==> src/rtl/vend_sequencer.sv <==
// vend_sequencer: coin-collecting vend controller with dispense handshake, change refund and idle timeout.
module vend_sequencer #(
    parameter int PRICE   = 3,
    parameter int TIMEOUT = 16
) (
    input  logic       clk,
    input  logic       reset,
    input  logic       onein,
    input  logic       twoin,
    input  logic       fivein,
    input  logic       cancel,
    input  logic       disp_ready,
    input  logic       disp_done,
    input  logic       hop_ready,
    output logic       water,
    output logic       change,
    output logic       coin_rej,
    output logic [3:0] credit,
    output logic       busy
);
    typedef enum logic [2:0] {IDLE, COLLECT, VEND, WAIT_DONE, REFUND} state_t;

    localparam logic [3:0] P     = 4'(PRICE);
    localparam logic [7:0] TLAST = 8'(TIMEOUT - 1);

    state_t     state;
    logic [7:0] tcnt;
    logic [3:0] sum;
    logic [3:0] new_credit;

    assign sum        = {3'b0, onein} + {2'b0, twoin, 1'b0} + {1'b0, fivein, 1'b0, fivein};
    assign new_credit = credit + sum;
    assign busy       = state == VEND || state == WAIT_DONE || state == REFUND;

    always_ff @(posedge clk or posedge reset) begin
        if (reset) begin
            state    <= IDLE;
            credit   <= 4'd0;
            tcnt     <= 8'd0;
            water    <= 1'b0;
            change   <= 1'b0;
            coin_rej <= 1'b0;
        end else begin
            water    <= 1'b0;
            change   <= 1'b0;
            coin_rej <= busy && sum != 4'd0;
            case (state)
                IDLE: if (sum != 4'd0) begin
                    credit <= sum;
                    tcnt   <= 8'd0;
                    state  <= sum >= P ? VEND : COLLECT;
                end
                COLLECT: begin
                    credit <= new_credit;
                    // cancel wins over a vend that the same-cycle coin would have enabled
                    if (cancel) state <= REFUND;
                    else if (new_credit >= P) state <= VEND;
                    else if (sum != 4'd0) tcnt <= 8'd0;
                    else if (tcnt == TLAST) state <= REFUND;
                    else tcnt <= tcnt + 8'd1;
                end
                VEND: if (disp_ready) begin
                    water  <= 1'b1;
                    credit <= credit - P;
                    state  <= WAIT_DONE;
                end
                WAIT_DONE: if (disp_done) state <= credit != 4'd0 ? REFUND : IDLE;
                REFUND: begin
                    if (credit == 4'd0) state <= IDLE;
                    else if (hop_ready) begin
                        change <= 1'b1;
                        credit <= credit - 4'd1;
                        if (credit == 4'd1) state <= IDLE;
                    end
                end
                default: state <= IDLE;
            endcase
        end
    end
endmodule

==> config.mk <==
export PLATFORM = sky130hd
export DESIGN_NAME = vend_sequencer
export DESIGN_NICKNAME = d
export VERILOG_FILES = /design/src/rtl/vend_sequencer.sv
export SDC_FILE = /design/constraint.sdc
export NUM_CORES = 1
export LEC_CHECK = 0
export ABC_AREA = 1
export CAP_MARGIN = 25
export CORE_MARGIN = 2
export CORE_UTILIZATION = 56
export CTS_CLUSTER_DIAMETER = 30
export DETAILED_ROUTE_END_ITERATION = 10
export GPL_ROUTABILITY_DRIVEN = 0
export PLACE_DENSITY_LB_ADDON = 0.3
export SYNTH_ARGS = -nofsm -noshare
export SYNTH_HDL_FRONTEND = slang
export SYNTH_SLANG_ARGS = --single-unit
==> constraint.sdc <==
create_clock -name clk -period 2.26 [get_ports clk]
set_input_delay 0.339 -clock clk [delete_from_list [all_inputs] [get_ports clk]]
set_output_delay 0.339 -clock clk [all_outputs]
set_load 0.05 [all_outputs]
# Word level (Yosys, flattened, before mapping)
# Index checks and enable logic that the tools add are counted.
# classes
n_addsub	6
n_eq_ne	18
n_reduce_logical	12
n_lt_le_gt_ge	2
n_mux	29
# op_table
op	n
2-to-1 mux 8 bit	5
2-to-1 mux 3 bit	11
2-to-1 mux 4 bit	4
one-hot mux 4 bit (4 select lines)	1
one-hot mux 8 bit (2 select lines)	1
one-hot mux 3 bit (5 select lines)	1
!= test 2 bit, second input constant	7
nonzero test 4 bit	3
AND reduction 5 bit	2
adder 8 x 1 -> 8 bit, second input constant	1
equality test 8 x 4 -> 1 bit, second input constant	1
>= comparator 4 x 2 -> 1 bit, second input constant	2
!= test 4 bit, second input constant	2
AND reduction 7 bit	1
equality test 3 x 2 -> 1 bit, second input constant	2
2-to-1 mux 1 bit	5
adder 3 x 3 -> 4 bit	1
adder 4 bit	1
equality test 4 x 1 -> 1 bit, second input constant	1
zero test 4 bit	1
subtractor 4 x 1 -> 4 bit, second input constant	1
subtractor 4 x 2 -> 4 bit, second input constant	1
adder 1 x 2 -> 3 bit	1
equality test 3 x 1 -> 1 bit, second input constant	1
9 further kinds	10
# word_totals
ff_bits	18
out_inout_bits	8
word_cells	73

# Depth between registers and ports, before layout
# Gate-level depths: netlist (run 1).
# logic_depth
ltp_word	7
ltp_mapped	18
mapped_depth_nobuf	18

# Worst setup path after synthesis (run 1)
# Ideal clock, no wire load.
# synth_path
path_type	input to register
start	input onein
end	register tcnt[3]
arrival_ns	2.159
stages	11
setup_slack_ns	-0.016
n_path_buf	0
setup_ns	0.117
path_cell_list	ha_1 > ha_1 > inv_1 > fa_1 > xnor2_1 > a21oi_1 > nand2_2 > o21ai_4 > nand2_4 > nand2_1 > nand2_1
# synth_between
elab_chain_cells	7
# synth_lines
item	line_no	source
start: declaration	8	input logic onein,
adder 1 x 2 -> 3 bit *	31	assign sum = {3'b0, onein} + {2'b0, twoin, 1'b0} + {1'b0, fivein, 1'b0, fivein};
adder 3 x 3 -> 4 bit *	31	
parallel branches: the longest is 5 deep, another holds adder 4 bit	-	
end signal: assignment	60	else tcnt <= tcnt + 8'd1;
end: declaration	27	logic [7:0] tcnt;
# Mark *: on every way between the ends. The select of a mux whose other input is x is not followed.
# A chain may end at the register's enable or synchronous reset.

# Worst setup path after layout (run 1)
# layout_path
start	register credit[0]
end	register tcnt[2]
# layout_between
elab_chain_cells	4
# layout_lines
item	line_no	source
start: declaration	18	output logic [3:0] credit,
start signal: assignment	49	credit <= sum;
start signal: assignment	54	credit <= new_credit;
start signal: assignment	64	credit <= credit - P;
adder 4 bit	32	assign new_credit = credit + sum;
>= comparator 4 x 2 -> 1 bit	57	else if (new_credit >= P) state <= VEND;
!= test 2 bit (no line)	-	
AND reduction 5 bit (no line)	-	
# No other way between the ends.

==> flow_summary.ini, run 1 <==
[finish]
antenna_cells = 0
area_delta_synth_final_pct = 31.0
nets = 272
drive_gt1_frac = 0.306
final_area_sq_um = 2030

[grt]
grt_max_degree = 19
grt_pass1_vias = 1464
grt_overflow = 0
antenna_found_initial = 0
grt_usage = 0.250
grt_pass1_wl_microns = 6370

[logic_synthesis]
synth-seq-cells = 18
synth_edf_count = 0
synth_area_per_cell_sq_um = 7.36
syn-cell-area_sq_um = 1550
async_flop_share = 1.00
ys.flop_type = dfrtp_1
synth_most_common_cell = nand2_1
syn_nets = 229
yosys_warnings = 0
ys_types = 36
yosysTopAreaCellShare = 0.291
syn_inst = 210
yosys-top-cells-area = dfrtp_1, nand2_1, ha_1
synthTopCellsByCount = nand2_1, nand3_1, dfrtp_1
seq_area_frac_synth = 0.291
yosysTopAreaCell = dfrtp_1

[placement]
numPortBuffers = 16
post_dp_cell_area_sq_um = 1890
place_ws_ns = -0.555
dp_hpwl_microns = 2760

[die]
fp.coreArea_sq_um = 2690
ios = 17
initial_core_util = 0.576
fp.dieW_microns = 56.6
die_area_sq_um = 3200
fp.dieH_microns = 56.6
row_count = 19

[sta]
finalSetupViolations = 0
layout_setup_ws_ns = 0.131
fin_crit_ns = 2.13
max-slew-margin-rel = 0.550
rsz0062_at_grt = false
worst_slew_pin_slew_ns = 0.674
final_max_slew_viol_count = 0
skew_ns = 0.00440
fmax_ghz = 0.470
hold_viol = 0
min_period_over_period = 0.942

[worst_setup_path]
startpoint_type = flip-flop
worstSetupEndpointType = flip-flop
crit_arrival_ns = 2.34
required_ns = 2.47
path_class = reg -> reg
cp_max_fo = 8

[cts]
root_buffer = clkbuf_4
cts_tree = built
clockBufferDepth = 2
clk_pin_slew_ns = 0.11
cts_buffers = 3
clk_latency_ns = 0.30
cts_sinks = 18
cts_htree_levels = 1

[worst_hold_path]
hp-class = in -> async

[detailed_routing]
viasPerCell = 5.35
ant_nets = 0
drt_iter0_drc = 65
routed_wl_microns = 3570
vias = 1515
drt_pass1_iterations = 4
wire_per_inst_microns = 12.6
drc = 0

[run_status]
status = finished, final reports clean

[run]
max-cap-violations = 0

[power_and_ir_drop]
p_leak_nw = 1.00
power-per-cell-area_nw_per_um2 = 1270
vdd_ir_drop_max_v = 0.00102
## power breakdown
part | total [W] | internal [W] | switching (W)
Sequential | 0.000511 | 0.000405 | 0.000106
Combinational | 0.00185 | 0.000712 | 0.00114
Clock | 0.000204 | 0.0000984 | 0.000106
## per-stage QoR
stage                      util  cells  setup TNS (ns)  hold WS (ns)  power (W)
final                     0.754    283               0         0.424    0.00256
after floorplan               -    210               0         0.277    0.00176
after global routing      0.754    283               0         0.508    0.00278
after global placement    0.705    273           -5.82         0.514    0.00217
after detailed placement  0.705    273           -6.59         0.510    0.00221
after CTS                 0.735    281               0         0.449    0.00248
## sequential cells by signal (all words and copies together), names as in the netlist
name and cells:
tcnt 8, coin_rej 1, credit 4, water 1, change 1, state 3
## kinds of logic after synthesis
logic type	after synthesis	synth area share
compound gates	22	0.107
xor+xnor	7	0.0396
fa+ha+maj	10	0.0858
buf+inv	27	0.0688
flops	18	0.291
simple gates	126	0.408
## final cells by class
| cell class | instances | area (sq um) |
|---|---|---|
| Sequential cell | 18 | 453 |
| Tap cell | 31 | 38.8 |
| Fill cell | 203 | 661 |
| Clock buffer | 4 | 36.3 |
| Multi-Input combinational cell | 165 | 1070 |
| Timing Repair Buffer | 40 | 338 |
| Inverter | 25 | 93.8 |
## layout by cell type, fill, tap and decap left out, types with 4 or more instances in the layout
cell,n
buf_4,23
clkdlybuf4s50_1,12
dfrtp_1,16
ha_1,6
inv_1,16
inv_2,8
nand2_1,50
nand2_2,13
nand2_4,4
nand3_1,22
nor2_1,13
nor3_1,9
o21ai_0,6
o21ai_1,5
xor2_1,5
## path summary, 6_finish.rpt
| check | start | end | slack (ns) | cells past startpoint |
|---|---|---|---|---|
| max | credit[0] | tcnt[2] | 0.13 | 10 |
| max in group asynchronous | reset | credit[1] | 1.37 | 2 |
| min | reset | tcnt[1] | 0.42 | 2 |
| min reg2reg | tcnt[1] | tcnt[1] | 0.55 | 2 |
| min in group clk | tcnt[1] | tcnt[1] | 0.55 | 2 |
| max reg2reg | credit[0] | tcnt[2] | 0.13 | 10 |
## critical path: stages (launching register included)
cell and delay, ns:
dfrtp_2 0.44, ha_1 0.19, inv_1 0.07, fa_2 0.52, inv_1 0.06, a21oi_2 0.13, nand2_2 0.11, o21ai_4 0.24
nand2_4 0.13, nand2_2 0.10, nand2_2 0.05
## per-layer routing
layer,vias to the layer above,global-route usage,routed length [microns]
met2,34,0.414,1830
li1,776,-,-
met3,6,0.0461,112
met1,699,0.320,1580
met4,0,0.0986,51
met5,-,0,0
## what timing repair did
action / in CTS / in global routing
endpoints found under the setup margin: 11 / 12
endpoints found under the hold margin: 0 / 0
pin swaps: 2 / 8
hold buffers: 0 / 0
setup buffers: 4 / 2
resized for setup: 6 / 18
Note: power is estimated with default switching activity, not from simulation.
==> run 2, diff against run 1 <==
--- a/config.mk
+++ b/config.mk
@@ -16,3 +16,4 @@
 export SYNTH_ARGS = -nofsm -noshare
 export SYNTH_HDL_FRONTEND = slang
 export SYNTH_SLANG_ARGS = --single-unit
+export TNS_END_PERCENT = 20
==> results of run 2 <==
The final DEF is identical to that of run 1; final timing and power are the same.
==> run 3, diff against run 2 <==
--- a/config.mk
+++ b/config.mk
@@ -12,7 +12,8 @@
 export CTS_CLUSTER_DIAMETER = 30
 export DETAILED_ROUTE_END_ITERATION = 10
 export GPL_ROUTABILITY_DRIVEN = 0
-export PLACE_DENSITY_LB_ADDON = 0.3
+export PLACE_DENSITY = 0.87
+export SLEW_MARGIN = 10
 export SYNTH_ARGS = -nofsm -noshare
 export SYNTH_HDL_FRONTEND = slang
 export SYNTH_SLANG_ARGS = --single-unit
==> flow_summary.ini, run 3 (synthesized netlist as in run 1, its figures left out) <==
[finish]
regMostFlops = tcnt
drive_gt1_frac = 0.300
antenna_cells = 0
reg_top3 = tcnt x8, credit x4, state x3
largest_reg_flops = 8
final_common_cell = nand2_1
instances_no_fill = 281
nets = 270
layout_common_cells = nand2_1, buf_4, nand3_1, dfrtp_1, inv_1
area_delta_synth_final_pct = 28.6

[detailed_routing]
routed_wl_microns = 3670
drt_iter0_drc = 78
viasPerCell = 5.40
drc = 0
drt_pass1_iterations = 4
ant_nets = 0
vias = 1518
wire_per_inst_microns = 13.1

[worst_setup_path]
path_class = reg -> reg
startpoint_type = flip-flop
r2r_end = tcnt[6]
r2r_slack_ns = 0.11
worstSetupEndpointType = flip-flop
r2r_start = credit[0]
required_ns = 2.51
reg2reg_depth = 10
crit_arrival_ns = 2.40
cp_max_fo = 7

[sta]
finalSetupViolations = 0
layout_setup_ws_ns = 0.110
rsz0062_at_grt = false
worst_slew_pin_slew_ns = 0.674
min_period_over_period = 0.951
whs_ns = 0.422
setup_tns_ns = 0
final_max_slew_viol_count = 0
max-slew-margin-rel = 0.550
hold_viol = 0
fin_crit_ns = 2.15
fmax_ghz = 0.465
skew_ns = 0.00647

[die]
fp.dieW_microns = 56.6
fp.dieH_microns = 56.6
die_area_sq_um = 3200
ios = 17
row_count = 19
fp.coreArea_sq_um = 2690
initial_core_util = 0.576

[placement]
dp.cells = 272
numPortBuffers = 16
dp_hpwl_microns = 2720
place_ws_ns = -0.569

[cts]
cts_tree = built
root_buffer = clkbuf_4
cts_sinks = 18
hold_buffers = 0
clk_latency_ns = 0.31
clockBufferDepth = 2
cts_buffers = 3
cts_htree_levels = 1
clk_pin_slew_ns = 0.11

[power_and_ir_drop]
p_leak_nw = 0.971
vdd_ir_drop_max_v = 0.00101
power-per-cell-area_nw_per_um2 = 1280
total_power_w = 0.00255

[run]
max-cap-violations = 0

[worst_hold_path]
hp-class = in -> async

[grt]
antenna_found_initial = 0
grt_overflow = 0
grt_max_degree = 19
grt_pass1_wl_microns = 6420
grt_usage = 0.248
grt_pass1_vias = 1472

[run_status]
status = finished, final reports clean
-- run 3: worst max path at each step --
| stage | start | endpoint | cells after the start |
|---|---|---|---|
| after floorplan | onein | tcnt[3] | 11 |
| after global placement | fivein | tcnt[0] | 12 |
| after detailed placement | fivein | tcnt[4] | 12 |
| after CTS | fivein | tcnt[3] | 12 |
| after global routing | credit[0] | tcnt[5] | 10 |
| final | credit[0] | tcnt[6] | 10 |
-- run 3: layout make-up --
| class | instances | area, sq um |
|---|---|---|
| timing repair buffer | 38 | 312 |
| fill | 200 | 697 |
| sequential | 18 | 453 |
| clock buffer | 4 | 36.3 |
| tap | 31 | 38.8 |
| inverter | 25 | 93.8 |
| multi-input combinational | 165 | 1060 |
-- run 3: worst max-delay path, cell delays in order (launching register included) --
cell	delay [ns]
dfrtp_2	0.43
ha_2	0.20
inv_2	0.05
fa_2	0.51
inv_1	0.06
a21oi_2	0.16
nand2_2	0.11
o21ai_4	0.26
buf_4	0.17
nand3_1	0.07
nand2_1	0.09
-- run 3: per-stage QoR --
step	cell area, sq um	util
CTS	1940	0.721
global placement	1890	0.702
floorplan	1570	-
finish	1990	0.741
global route	1990	0.741
detailed placement	1890	0.702
-- run 3: per-layer routing --
metal  GRT usage  share of wire  wire length [microns]
met3      0.0253          0.029                    108
met2       0.414           0.50                   1840
met5           0              0                      0
met4      0.0918          0.017                     61
met1       0.333           0.45                   1660
-- run 3: repair_timing --
action | CTS | global route
pin swaps | 2 | 5
gates resized for setup | 7 | 14
buffers inserted | 0 | 5
setup endpoints to repair | 11 | 11
-- run 3: power breakdown --
| part | internal [W] | leakage (nW) | total [W] | switching, W |
|---|---|---|---|---|
| Combinational | 0.000691 | 0.713 | 0.00183 | 0.00114 |
| Clock | 0.0000984 | 0.0210 | 0.000207 | 0.000108 |
| Sequential | 0.000405 | 0.237 | 0.000512 | 0.000107 |
